## config.mk

```make
export PLATFORM = sky130hd
export DESIGN_NAME = i2c_cmd_arbiter
export DESIGN_NICKNAME = d
export VERILOG_FILES = /design/src/rtl/i2c_cmd_arbiter.sv
export SDC_FILE = /design/constraint.sdc
export NUM_CORES = 1
export LEC_CHECK = 0
export CORE_AREA = 2 2 99 101
export DETAILED_ROUTE_END_ITERATION = 10
export DIE_AREA = 0 0 101 103
export MAX_ROUTING_LAYER = met4
export PLACE_DENSITY = 0.85
export SYNTH_ARGS = -nofsm -noshare
export SYNTH_HDL_FRONTEND = slang
export SYNTH_SLANG_ARGS = --single-unit
```

## constraint.sdc

```tcl
create_clock -name clk -period 5.58 [get_ports clk]
set_input_delay 0.837 -clock clk [delete_from_list [all_inputs] [get_ports clk]]
set_output_delay 0.837 -clock clk [all_outputs]
set_load 0.02 [all_outputs]
```

## src/rtl/i2c_cmd_arbiter.sv

```systemverilog
// Round-robin arbiter sharing one I2C_Comm master between NUM_REQ requesters.
// Latches the winner's command, pulses load, follows busy to completion or timeout abort.
module i2c_cmd_arbiter #(
  parameter int NUM_REQ  = 4,
  parameter int START_TO = 16,
  parameter int XFER_TO  = 20
) (
  input  logic                    clk,
  input  logic                    rst_n,
  input  logic [NUM_REQ-1:0]      req,
  input  logic [7*NUM_REQ-1:0]    req_addr,
  input  logic [16*NUM_REQ-1:0]   req_data,
  input  logic [NUM_REQ-1:0]      req_two_bytes,
  input  logic [NUM_REQ-1:0]      req_rd_wr,
  output logic [NUM_REQ-1:0]      grant,
  output logic [NUM_REQ-1:0]      done,
  output logic [NUM_REQ-1:0]      err,
  output logic                    rd_flag,
  output logic                    i2c_load,
  output logic [6:0]              i2c_addr,
  output logic [15:0]             i2c_data,
  output logic                    i2c_numBytes,
  output logic                    i2c_rd_wr,
  input  logic                    i2c_busy,
  input  logic                    i2c_dataReady
);
  localparam int PW = (NUM_REQ > 1) ? $clog2(NUM_REQ) : 1;
  localparam int SW = $clog2(START_TO + 1);
  localparam int TW = ((XFER_TO > SW) ? XFER_TO : SW) + 1;
  localparam logic [TW-1:0] START_LIM = TW'(START_TO);
  localparam logic [TW-1:0] XFER_LIM  = {{(TW-1){1'b0}}, 1'b1} << XFER_TO;
  localparam logic [PW:0]   NUM_REQ_W = (PW+1)'(NUM_REQ);

  typedef enum logic [2:0] {
    S_IDLE      = 3'd0,
    S_ISSUE     = 3'd1,
    S_WAIT_BUSY = 3'd2,
    S_RUN       = 3'd3,
    S_DONE      = 3'd4,
    S_ABORT     = 3'd5
  } state_t;

  state_t               r_state, w_state_nxt;
  logic [NUM_REQ-1:0]   r_grant, r_done, r_err;
  logic [PW-1:0]        r_ptr, r_owner;
  logic                 r_load, r_rd_flag, r_acc;
  logic [6:0]           r_addr;
  logic [15:0]          r_data;
  logic                 r_two, r_rd;
  logic [TW-1:0]        r_tmr, w_tmr_inc;
  logic [2*NUM_REQ-1:0] w_dbl;
  logic [PW-1:0]        w_ofs, w_pick;
  logic [PW:0]          w_sum;
  logic                 w_found;
  logic [NUM_REQ-1:0]   w_pick_oh;
  logic [6:0]           w_addr;
  logic [15:0]          w_data;
  logic                 w_two, w_rd;

  // Rotating the doubled request vector by the pointer makes bit k mean "requester ptr+k".
  assign w_dbl     = {req, req} >> r_ptr;
  assign w_sum     = {1'b0, r_ptr} + {1'b0, w_ofs};
  assign w_pick    = (w_sum >= NUM_REQ_W) ? (w_sum[PW-1:0] - NUM_REQ_W[PW-1:0]) : w_sum[PW-1:0];
  assign w_pick_oh = {{(NUM_REQ-1){1'b0}}, 1'b1} << w_pick;
  assign w_tmr_inc = r_tmr + TW'(1);

  // Round-robin search and command field mux for the winning requester
  always_comb begin
    w_found = 1'b0;
    w_ofs   = '0;
    w_addr  = 7'd0;
    w_data  = 16'd0;
    w_two   = 1'b0;
    w_rd    = 1'b0;
    for (int k = NUM_REQ-1; k >= 0; k--) begin
      if (w_dbl[k]) begin
        w_found = 1'b1;
        w_ofs   = PW'(k);
      end
    end
    for (int i = 0; i < NUM_REQ; i++) begin
      if (w_pick == PW'(i)) begin
        w_addr = req_addr[7*i +: 7];
        w_data = req_data[16*i +: 16];
        w_two  = req_two_bytes[i];
        w_rd   = req_rd_wr[i];
      end
    end
  end

  // Next-state logic
  always_comb begin
    w_state_nxt = r_state;
    case (r_state)
      S_IDLE: begin
        if (w_found && !i2c_busy) w_state_nxt = S_ISSUE;
        else                      w_state_nxt = S_IDLE;
      end
      S_ISSUE: w_state_nxt = S_WAIT_BUSY;
      S_WAIT_BUSY: begin
        if (i2c_busy)                    w_state_nxt = S_RUN;
        else if (w_tmr_inc == START_LIM) w_state_nxt = S_ABORT;
        else                             w_state_nxt = S_WAIT_BUSY;
      end
      S_RUN: begin
        if (!i2c_busy)                  w_state_nxt = S_DONE;
        else if (w_tmr_inc == XFER_LIM) w_state_nxt = S_ABORT;
        else                            w_state_nxt = S_RUN;
      end
      S_DONE:  w_state_nxt = S_IDLE;
      S_ABORT: w_state_nxt = S_IDLE;
      default: w_state_nxt = S_IDLE;
    endcase
  end

  // State register
  always_ff @(posedge clk or negedge rst_n) begin
    if (!rst_n) r_state <= S_IDLE;
    else        r_state <= w_state_nxt;
  end

  // Registered outputs, latched command, timer and dataReady accumulator
  always_ff @(posedge clk or negedge rst_n) begin
    if (!rst_n) begin
      r_grant   <= '0;
      r_done    <= '0;
      r_err     <= '0;
      r_ptr     <= '0;
      r_owner   <= '0;
      r_load    <= 1'b0;
      r_rd_flag <= 1'b0;
      r_acc     <= 1'b0;
      r_addr    <= 7'd0;
      r_data    <= 16'd0;
      r_two     <= 1'b0;
      r_rd      <= 1'b0;
      r_tmr     <= '0;
    end else begin
      r_load <= (r_state == S_ISSUE);
      r_done <= (w_state_nxt == S_DONE)  ? r_grant : '0;
      r_err  <= (w_state_nxt == S_ABORT) ? r_grant : '0;
      case (r_state)
        S_IDLE: begin
          if (w_state_nxt == S_ISSUE) begin
            r_grant <= w_pick_oh;
            r_owner <= w_pick;
            r_addr  <= w_addr;
            r_data  <= w_data;
            r_two   <= w_two;
            r_rd    <= w_rd;
          end
        end
        S_ISSUE: begin
          r_tmr     <= '0;
          r_acc     <= 1'b0;
          r_rd_flag <= 1'b0;
        end
        S_WAIT_BUSY: r_tmr <= i2c_busy ? '0 : w_tmr_inc;
        S_RUN: begin
          r_tmr <= w_tmr_inc;
          r_acc <= r_acc | i2c_dataReady;
          if (!i2c_busy) r_rd_flag <= r_acc | i2c_dataReady;
        end
        S_DONE, S_ABORT: begin
          r_grant <= '0;
          r_ptr   <= (r_owner == PW'(NUM_REQ-1)) ? '0 : r_owner + PW'(1);
        end
        default: r_grant <= '0;
      endcase
    end
  end

  assign grant        = r_grant;
  assign done         = r_done;
  assign err          = r_err;
  assign rd_flag      = r_rd_flag;
  assign i2c_load     = r_load;
  assign i2c_addr     = r_addr;
  assign i2c_data     = r_data;
  assign i2c_numBytes = r_two;
  assign i2c_rd_wr    = r_rd;
endmodule
```

==> flow_summary.yaml, run 1 <==
route:
  wl_per_cell_um: 18.2
  drt-total-wl_um: 11600
  drc: 0
  first_iter_violations: 256
  viasPerCell: 5.87
  firstDrtPassIters: 5
  wl_met1_um: 4660
  antenna_left: 0
  via_count: 3742
  route.met2.wl_um: 5840
  topRoutingLayerUsed: "met4"
  wl_met3_um: 808
layout:
  fin_util: 0.618
  syn2layout_area_growth_pct: 43.1
  final_nets: 629
  final_layout_size_suffix_gt1_frac: 0.170
  post-route-cell-area_um2: 5850
  seq_area_um2: 1700
  insertedDiodeCount: 0
  final_cells: 637
  multiInputGateArea_um2: 2250
  fillers: 745
yosys:
  synth_mux_area_frac: 0.209
  syn_nets: 494
  synth_area_um2: 4090
  synth_edf_count: 0
  yosys_warnings: 0
  async_flop_share: 1.00
  synthCells: 383
  synth-adder-area-share: 0.00919
  synth_seq_area_share: 0.417
  ys_types: 56
  syn_avg_cell_area_um2: 10.7
  yosys.area_share.simple: 0.169
  synthXorXnorAreaFrac: 0.0236
  ys_dominant_reg_cell: "dfrtp_1"
  ys_seq_elements: 68
  synth-compound-area-share: 0.137
  synth_top_family_by_area: "multiplexers"
die:
  ios: 147
  die_h_um: 103
  die_w_um: 101
  core_um2: 9460
  start_util: 0.432
  rows: 36
  die_area_um2: 10400
clocking:
  cts.reportedPaths.clkPinSlew_ns: 0.07
  post_cts_buffers: 0
  cts_resized: 0
  clock_path_buffers: 2
  clkSinkCount: 68
  cts_buffers: 9
  cts_tree: "done"
  cts_hold_buf: 0
  root_buffer: "clkbuf_8"
  insertion_delay_ns: 0.35
  h-tree-depth: 3
critical_path:
  crit_path_end_kind: "flip-flop"
  critPathMaxFanout: 16
  critical_path_class: "in -> reg"
  startpoint: "req[3]"
  r2r_start: "r_ptr[1]$_DFFE_PN0P_"
  critPathBufInv: 2
  timing.rr.end: "i2c_data[1]$_DFFE_PN0P_"
  cp_slowest_cell: "xnor2_2"
  cp-start-kind: "input pin"
  r2r_cells: 12
  path_cells: "clkdlybuf4s50_1 -> nor2_1 -> nor2_1 -> a21oi_1 -> o22ai_1 -> nor2_1 -> a21oi_1 -> ha_2 -> xor2_1 -> xnor2_2 -> buf_4 -> mux4_2 -> mux2_2"
  cp.arrival_ns: 4.14
  required_ns: 5.81
  cp_slowest_stage_delay_ns: 0.74
  crit_family: "buffers and inverters"
  crit_path_frequent_cell: "nor2_1"
  rrSetupSlack_ns: 2.27
pwr:
  combPwrFrac: 0.555
  p_int_mw: 1.69
  finalPower_mw: 2.72
  leakage_nw: 2.31
  powerDensity_nw_per_um2: 465
  swShare: 0.380
  power.switching_mw: 1.03
  ir_drop_uv: 284
  clkPwrFrac: 0.164
  seq_power_share: 0.281
sta:
  finalClockSkew_ns: 0.00883
  fmax_mhz: 256
  tightest_slew_ns: 1.03
  rsz0062_at_grt: "false"
  slew_headroom: 0.313
  slew_violations: 0
  finalCritPeriodShare: 0.700
  fin_hold_ws_ns: 0.510
  period_minus_slack_ns: 3.91
  setup_tns_ns: 0
  final-hold-violation-count: 0
  setup_viol: 0
  fin_ws_ns: 1.67
global_route:
  grt_use_total: 0.230
  grt_pass1_vias: 3566
  grt_pass1_wl_um: 17900
  grt_max_degree: 69
  grt_antenna_before_repair: 0
  overflow: 0
min_path:
  min_path_cells: 1
  hold_path.class: "reg -> reg"
  min_to: "i2c_data[0]$_DFFE_PN0P_"
  hold_start: "i2c_data[0]$_DFFE_PN0P_"
placed_design:
  dp_slack_ns: 1.31
  place_area_um2: 5630
  dp_hpwl_um: 8590
  portBuffers: 146
  gp_congestion: 0.907
  dp.cells: 621
run_status:
  status: "finished clean"
flow_run:
  max-cap-violations: 0
-- worst reg2reg max path, stage by stage (launching register included) --
cell and delay [ns]:
dfrtp_1 0.49, inv_1 0.11, nand2_1 0.08, a21oi_1 0.17, nor2_1 0.05, a21oi_1 0.12, a21oi_1 0.08, ha_2 0.19
xor2_1 0.16, xnor2_2 0.75, buf_4 0.39, mux4_2 0.34, mux2_2 0.27
-- cell usage after synthesis, drive strengths merged, types with 2 or more instances --
cell / n / area [um2]
nor2b: 2 / 12.5
nor3: 9 / 45.0
o21ai: 32 / 160
xnor2: 8 / 70.1
a31oi: 3 / 18.8
a22o: 2 / 17.5
nor2: 29 / 109
ha: 3 / 37.5
nor4: 7 / 71.3
a21oi: 14 / 73.8
inv: 8 / 30.0
nand2: 33 / 124
clkbuf: 20 / 75.1
o41ai: 3 / 26.3
nand3: 11 / 55.1
mux4: 25 / 563
a211oi: 8 / 65.1
xor2: 3 / 26.3
and3: 5 / 32.5
nand4: 11 / 90.1
mux2: 26 / 293
and2: 10 / 62.6
buf: 8 / 38.8
or3: 5 / 36.3
dfrtp: 68 / 1700
and4: 3 / 27.5
o31ai: 7 / 52.6
a311oi: 2 / 17.5
a31o: 2 / 17.5
-- logic make-up (layout without fill, tap and decap cells) --
kind of cell / count (synthesis) / count (layout)
buf+inv: 36 / 176
flops: 68 / 68
fa+ha+maj: 3 / 3
compound gates: 86 / 86
mux: 51 / 51
xor+xnor: 11 / 11
simple gates: 128 / 128
-- state kept, by name (all words and copies together), names as in the netlist --
register and cells:
i2c_rd_wr 1, i2c_load 1, rd_flag 1, err 4, done 4, grant 4, i2c_data 16, r_acc 1
r_state 3, r_tmr 21, r_owner 2, i2c_addr 7, i2c_numBytes 1, r_ptr 2
-- placed cells by master, fill, tap and decap left out, drive strengths merged, types with 11 or more instances in the layout --
cell type	instances
mux4	25
nand2	33
a21oi	14
nand3	11
nand4	11
nor2	29
mux2	26
clkdlybuf4s50	145
o21ai	32
dfrtp	68
-- metal layers --
layer	vias up	GRT usage
met5	-	-
met4	0	0.0956
met3	27	0.0461
met2	164	0.384
met1	1837	0.275
li1	1714	-
-- power by group through the flow --
stage / Clock [mW] / Sequential [mW] / Combinational [mW]
after detailed placement: 0 / 0.767 / 1.52
after floorplan: 0 / 0.870 / 0.878
after CTS: 0.454 / 0.759 / 1.53
final: 0.446 / 0.763 / 1.51
after global placement: 0 / 0.755 / 1.47
after global routing: 0.482 / 0.780 / 1.61
-- cell type report --
cell class              count  area share
well taps                 114      0.0244
multi-input cells         279       0.385
inverters                   8     0.00514
flip-flops and latches     68       0.291
clock inverters             6      0.0152
clock buffers              10      0.0218
repair buffers            152       0.257
-- worst max-delay path by stage --
stage	endpoint	slack (ns)	cells after the start
finish	i2c_data[1]$_DFFE_PN0P_	1.67	13
global route	i2c_data[9]$_DFFE_PN0P_	1.47	13
CTS	i2c_data[5]$_DFFE_PN0P_	1.67	13
detailed placement	i2c_data[5]$_DFFE_PN0P_	1.31	13
global placement	i2c_data[1]$_DFFE_PN0P_	1.48	13
floorplan	i2c_addr[0]$_DFFE_PN0P_	1.84	11
(Power assumes the default switching activity.)
==> run 2, diff against run 1 <==
- clock period: 5.58 -> 4.05 ns (I/O delays scaled with it)
==> run 2 against run 1 <==
Against the previous run: via count increased by 0.21%; critical endpoint is now i2c_data[9]$_DFFE_PN0P_; hold slack worse by 0.053 ns; sequential power grew 38%; cell area is 1.1% higher; largest power group unchanged; highest routed layer unchanged; die area unchanged; final cell count rose by 0.47%.
==> flow_summary.yaml, run 2 (synthesized netlist as in run 1, its figures left out) <==
run_status:
  status: "finished clean"
route:
  drt-total-wl_um: 12100
  via_count: 3750
  first_iter_violations: 243
  viasPerCell: 5.86
  firstDrtPassIters: 4
  drc: 0
  antenna_left: 0
  wl_per_cell_um: 19.0
global_route:
  grt_pass1_vias: 3826
  grt_use_total: 0.247
  grt_pass1_wl_um: 19300
  grt_antenna_before_repair: 0
  overflow: 0
  grt_max_degree: 49
placed_design:
  dp.cells: 624
  gp_congestion: 0.865
  dp_hpwl_um: 9150
  portBuffers: 146
critical_path:
  crit_path_end_kind: "flip-flop"
  cp-start-kind: "input pin"
  critical_path_class: "in -> reg"
  startpoint: "req[1]"
  cp.arrival_ns: 3.61
  critPathBufInv: 2
  cp_slowest_stage_delay_ns: 0.55
  cp.depth: 13
  critPathMaxFanout: 22
  required_ns: 4.29
  crit_family: "buffers and inverters"
  path_cells: "clkdlybuf4s50_1 -> nor2_1 -> nor2_1 -> a21oi_1 -> o22ai_1 -> nor2_1 -> a21oi_1 -> ha_2 -> xor2_1 -> xnor2_2 -> buf_12 -> mux4_2 -> mux2_2"
  crit_path_frequent_cell: "nor2_1"
  cp_slowest_cell: "clkdlybuf4s50_1"
  r2r_start: "r_ptr[1]$_DFFE_PN0P_"
  r2r_cells: 12
pwr:
  combPwrFrac: 0.560
  clkPwrFrac: 0.169
  finalPower_mw: 3.88
  p_int_mw: 2.43
  seq_power_share: 0.270
  swShare: 0.374
  powerDensity_nw_per_um2: 657
  power.switching_mw: 1.45
  leakage_nw: 2.34
  ir_drop_uv: 440
clocking:
  root_buffer: "clkbuf_8"
  clock_path_buffers: 2
  insertion_delay_ns: 0.36
  post_cts_buffers: 0
  cts_hold_buf: 0
  cts_resized: 0
  h-tree-depth: 3
  cts_buffers: 9
  clkSinkCount: 68
  cts_tree: "done"
  cts.reportedPaths.clkPinSlew_ns: 0.08
sta:
  slew_violations: 0
  fin_hold_ws_ns: 0.457
  rsz0062_at_grt: "false"
  setup_tns_ns: 0
  period_minus_slack_ns: 3.38
  fmax_mhz: 296
  finalClockSkew_ns: 0.0143
  slew_headroom: 0.269
  finalCritPeriodShare: 0.834
  tightest_slew_ns: 1.10
  final-hold-violation-count: 0
  setup_viol: 0
layout:
  final_layout_size_suffix_gt1_frac: 0.177
  fin_util: 0.625
  regMostFlops: "r_tmr"
  final_common_cell: "clkdlybuf4s50_1"
  syn2layout_area_growth_pct: 44.7
  insertedDiodeCount: 0
  fillers: 711
  largest_reg_flops: 21
  final_cells: 640
  final_cell_mix: "clkdlybuf4s50_1 (145), dfrtp_1 (68), nand2_1 (33)"
  final_nets: 632
die:
  ios: 147
  rows: 36
  start_util: 0.432
  core_um2: 9460
  die_w_um: 101
  die_area_um2: 10400
  die_h_um: 103
min_path:
  hold_path.class: "in -> async"
flow_run:
  max-cap-violations: 0
[run 2: area by class of cell]
type	count	area [um2]	share of cell area
Multi-Input combinational cell	279	2250	0.381
Sequential cell	68	1700	0.288
Timing Repair Buffer	155	1550	0.262
Clock buffer	11	151	0.0256
Tap cell	114	143	0.0241
Clock inverter	5	83.8	0.0142
Inverter	8	30.0	0.00508
[run 2: power by group through the flow]
stage	clock, mW	combinational [mW]	sequential, mW
after floorplan	0	1.21	1.20
after global placement	0	2.09	1.04
after detailed placement	0	2.18	1.06
after CTS	0.664	2.19	1.05
after global routing	0.700	2.33	1.08
final	0.658	2.18	1.05
[run 2: layer usage]
metal	track usage	part of all wire	up-vias
li1	-	-	1720
met1	0.274	0.38	1842
met2	0.427	0.51	156
met3	0.0651	0.080	32
met4	0.0977	0.031	0
met5	-	0	-
[run 2: metrics by stage]
| step | worst slack [ns] | instance area, um2 |
|---|---|---|
| final | 0.672 | 5910 |
| after global routing | 0.487 | 5910 |
| after CTS | 0.706 | 5910 |
| after detailed placement | 0.373 | 5680 |
| after global placement | 0.578 | 5680 |
| after floorplan | 0.536 | 4090 |
[run 2: path summary, 6_finish.rpt]
path	to	slack (ns)
hold reg to reg	r_tmr[20]$_DFFE_PN0N_	0.48
setup / recovery	i2c_data[9]$_DFFE_PN0P_	0.67
max in group asynchronous	i2c_data[9]$_DFFE_PN0P_	2.69
min in group clk	r_tmr[20]$_DFFE_PN0N_	0.48
hold / removal	r_tmr[17]$_DFFE_PN0N_	0.46
setup reg to reg	i2c_data[9]$_DFFE_PN0P_	1.10
[run 2: worst register-to-register path, delay by kind of cell, from the launching register on]
family	cells	cell delay (ns)
AND/OR/NAND/NOR	2	0.12
buffers and inverters	2	0.38
multiplexers	2	0.60
AO/OA/AOI/OAI	3	0.37
adder cells (fa/ha/maj)	1	0.19
flip-flops	1	0.48
XOR/XNOR	2	0.69
